**src/rtl/xmr_monitor_delay_line.sv**
```systemverilog
// xmr_monitor_delay_line
// One channel's history: a W-bit x LATENCY shift register with a valid bit
// per stage. The last stage holds the input from exactly LATENCY shifts ago.
// Ports:
//   i_clk, i_rst_n : clock and asynchronous active-low reset
//   i_shift        : push i_data into the line this cycle
//   i_flush        : drop all history (valid bits cleared, data left as is)
//   i_data         : value to push
//   o_data         : oldest stage (depth LATENCY)
//   o_valid        : o_data holds a real sample from the current run
// LATENCY=0 turns the line into a wire with o_valid tied high.
module xmr_monitor_delay_line #(
    parameter int W       = 8,
    parameter int LATENCY = 2
) (
    input  logic         i_clk,
    input  logic         i_rst_n,
    input  logic         i_shift,
    input  logic         i_flush,
    input  logic [W-1:0] i_data,
    output logic [W-1:0] o_data,
    output logic         o_valid
);

    generate
        if (LATENCY == 0) begin : g_pass
            // Same-cycle compare: nothing is stored, so the control inputs
            // are deliberately ignored.
            logic w_unused;
            assign w_unused = ^{i_clk, i_rst_n, i_shift, i_flush};
            assign o_data   = i_data;
            assign o_valid  = 1'b1;
        end else begin : g_line
            logic [W-1:0]       r_stage [LATENCY];
            logic [LATENCY-1:0] r_valid;

            // Flush wins over shift so a disabled monitor never carries a
            // stale sample into the next run.
            always_ff @(posedge i_clk or negedge i_rst_n) begin
                if (!i_rst_n) begin
                    for (int s = 0; s < LATENCY; s++) begin
                        r_stage[s] <= '0;
                    end
                    r_valid <= '0;
                end else if (i_flush) begin
                    r_valid <= '0;
                end else if (i_shift) begin
                    r_stage[0] <= i_data;
                    r_valid[0] <= 1'b1;
                    for (int s = 1; s < LATENCY; s++) begin
                        r_stage[s] <= r_stage[s-1];
                        r_valid[s] <= r_valid[s-1];
                    end
                end
            end

            assign o_data  = r_stage[LATENCY-1];
            assign o_valid = r_valid[LATENCY-1];
        end
    endgenerate

endmodule

```
**config.mk**
```make
export PLATFORM = sky130hd
export DESIGN_NAME = xmr_monitor_delay_line
export DESIGN_NICKNAME = d
export VERILOG_FILES = /design/src/rtl/xmr_monitor_delay_line.sv
export SDC_FILE = /design/constraint.sdc
export NUM_CORES = 1
export LEC_CHECK = 0
export ABC_AREA = 1
export ABC_CLOCK_PERIOD_IN_PS = 1600
export CAP_MARGIN = 20
export CORE_MARGIN = 5
export CORE_UTILIZATION = 45
export CTS_BUF_LIST = sky130_fd_sc_hd__clkbuf_8
export CTS_CLUSTER_SIZE = 12
export DETAILED_ROUTE_END_ITERATION = 10
export PLACE_DENSITY = 0.79
export SLEW_MARGIN = 15
export SYNTH_ARGS = -nofsm -noshare
export SYNTH_HDL_FRONTEND = slang
export SYNTH_SLANG_ARGS = --single-unit
```
**constraint.sdc**
```tcl
create_clock -name i_clk -period 1.6 [get_ports i_clk]
set_input_delay 0.16 -clock i_clk [delete_from_list [all_inputs] [get_ports i_clk]]
set_output_delay 0.16 -clock i_clk [all_outputs]
set_load 0.03 [all_outputs]
```
==> results_dict.tcl, run 1 <==
set metrics [dict create \
    syn_inst 86 \
    max_slew_margin_pct 79.30 \
    finalCritPeriodShare_pct 90.45 \
    tightest_slew_ns 0.3095 \
    gp_congestion 0.7285 \
    wire_per_inst_um 9.912 \
    power_frac_seq_pct 49.5 \
    final_cell_mix "nand2_1, clkdlybuf4s50_1, dfrtp_1" \
    antenna_found_initial 0 \
    yosys_warnings 0 \
    crit_path_max_fanout 2 \
    die-area_um2 2764 \
    status "complete, no violations" \
    start_util_pct 47.25 \
    layout_commonest_cell "nand2_1" \
    cellPowerDensity_nw_per_um2 1108 \
    grt_pass1_vias 505 \
    port_buffers 20 \
    cp.depth 1 \
    p_int_w 0.0008006 \
    dr.pass1.iters 4 \
    cp.arrival_ns 1.29 \
    synth_fp_nets 98 \
    max_stage_delay_ns 0.68 \
    synth_cell_types 11 \
    p_leak_nw 0.4998 \
    report.final.slew_viol_count 0 \
    start_kind "flip-flop" \
    hold_class "input pin to async pin" \
    insertion_delay_ns 0.24 \
    required_ns 1.44 \
    ys_seq_area_share_pct 55.21 \
    drt_iter0_markers 6 \
    irDropWorstVdd_mv 0.6083 \
    chipHeight_um 52.58 \
    crit_chain "clkdlybuf4s50_1" \
    n_antenna_cell 0 \
    area_growth_syn_to_layout_pct 23.01 \
    core_area_um2 1727 \
    grt-ovfl-total 0 \
    ant_nets 0 \
    cp-end-kind "primary output" \
    period_needed_ns 1.447 \
    grt_first_pass_wirelength_um 2201 \
    setup_viol 0 \
    io_pins 21 \
    grt_max_degree 20 \
    dp_hpwl_um 959.3 \
    r2r_end "g_line.r_valid[1]" \
    r2r_cells 2 \
    power.share.switching_pct 27.96 \
    nNetsFinal 114 \
    power_w 0.001111 \
    track_usage_pct 10.77 \
    die_w_um 52.58 \
    cts_setup_buffers 0 \
    r2r_start "g_line.r_valid[0]" \
    wirelength_um 1239 \
    vias_per_cell 4.464 \
    slowest_stage "clkdlybuf4s50_1" \
    crit_type "flip-flop to primary output" \
    dr_total_vias 558 \
    cap_violations 0 \
    endpoint "o_valid" \
    clk_path_buf_depth 2 \
    synth.avg_cell_area_um2 9.486 \
    rsz0062_at_grt "no" \
    startpoint "g_line.r_valid[1]" \
    hold_viol 0 \
    htreeDepth 1 \
    path_delay_family "buffers and inverters" \
    combPwrFrac_pct 23.8 \
    power.switching_w 0.0003108 \
    drive_gt1_share_pct 11.00 \
    hold_buffers 0 \
    fmax_mhz 691.0 \
    cts_tree "built" \
    ys_seq_elements 18 \
    clkTransAtPathRegs_ns 0.06 \
    crit_buf_inv 1 \
    tns_ns 0 \
    ctsResizeCount 0 \
    rows 15 \
    fin_worst_skew_ns 0.0005629 \
    cts.sinks 18 \
    clk_root_buffer_cell "clkbuf_8" \
    drcViolationCount 0 \
    cts_made_buffers 3 \
    r2r_slack_ns 0.97 \
    netlist_area_um2 815.8 \
    p_clk_share_pct 26.8 \
]
==> registers in the layout (all words and copies together) (netlist names) <==
| name | flops |
|---|---|
| g_line.r_stage | 8 |
| o_data | 8 |
| g_line.r_valid | 2 |
==> layout make-up <==
class | instances | area (um2)
clock buffers | 3 | 41.29
repair buffers | 23 | 222.7
well taps | 25 | 31.28
multi-input cells | 55 | 251.5
fillers | 165 | 723.2
flip-flops and latches | 18 | 450.4
inverters | 1 | 6.256
==> power groups by stage <==
stage	sequential, W	combinational, W	clock (W)
after floorplan	0.000554	0.000202	0
after detailed placement	0.000558	0.000269	0
after global routing	0.000561	0.000288	0.000322
after global placement	0.000556	0.000264	0
after CTS	0.000551	0.000269	0.000306
final	0.000550	0.000264	0.000297
==> worst register-to-register path, stage by stage, from the launching register on <==
cell	delay (ns)
dfrtp_1	0.38
nand3_1	0.08
nand2_1	0.06
==> synth_stat cells <==
cell type	n	area share, %
nand2_1	33	15
dfrtp_1	18	55
nand3_1	17	10
buf_4	9	8.3
nand2_2	3	2.3
buf_6	1	1.4
buf_8	1	1.8
clkbuf_8	1	1.7
inv_4	1	0.77
nand2_8	1	2.5
nor2_1	1	0.46
==> logic make-up (layout without fill, tap and decap cells) <==
logic type | count (synthesis) | after routing | synth area share [%]
flip-flops | 18 | 18 | 55.21
AND/OR/NAND/NOR | 55 | 55 | 30.83
buffers and inverters | 13 | 27 | 13.96
==> routing by layer <==
metal  track usage (%)  up-vias  part of all wire [%]
li1                  -      294                     -
met1             16.18      245                    47
met2             14.46       19                    46
met3             2.279        0                   6.9
met4             5.106        0                     0
met5                 0        -                     0
==> stage by stage <==
stage          setup WS, ns  cells  cell area [um2]  utilization (%)  hold slack, ns
5_1_grt              0.1125    125             1003            58.12          0.2493
6_report             0.1528    125             1003            58.12          0.2316
4_1_cts              0.1488    125             1003            58.12          0.2375
3_3_place_gp         0.3660    122            962.2            55.72          0.4548
3_5_place_dp         0.3415    122            962.2            55.72          0.4596
2_1_floorplan        0.8710     86            815.8                -         -0.1356
==> worst min path at each step <==
stage / startpoint / end / slack, ns / depth (start not counted)
after global placement: g_line.r_stage[12] / g_line.r_stage[12] / 0.45 / 2
after global routing: i_rst_n / g_line.r_valid[1] / 0.25 / 2
after floorplan: i_rst_n / g_line.r_stage[10] / -0.14 / 0
final: i_rst_n / g_line.r_valid[1] / 0.23 / 2
after CTS: i_rst_n / g_line.r_valid[0] / 0.24 / 2
after detailed placement: o_data[4] / o_data[4] / 0.46 / 2
Power figures use the tool's default switching activity.
==> run 2, diff against run 1 <==
--- a/config.mk
+++ b/config.mk
@@ -13,6 +13,7 @@
 export CTS_BUF_LIST = sky130_fd_sc_hd__clkbuf_8
 export CTS_CLUSTER_SIZE = 12
 export DETAILED_ROUTE_END_ITERATION = 10
+export GPL_ROUTABILITY_DRIVEN = 0
 export PLACE_DENSITY = 0.79
 export SLEW_MARGIN = 15
 export SYNTH_ARGS = -nofsm -noshare
==> results of run 2 <==
Same layout as run 1: the final DEF is identical, and so are final timing and power.
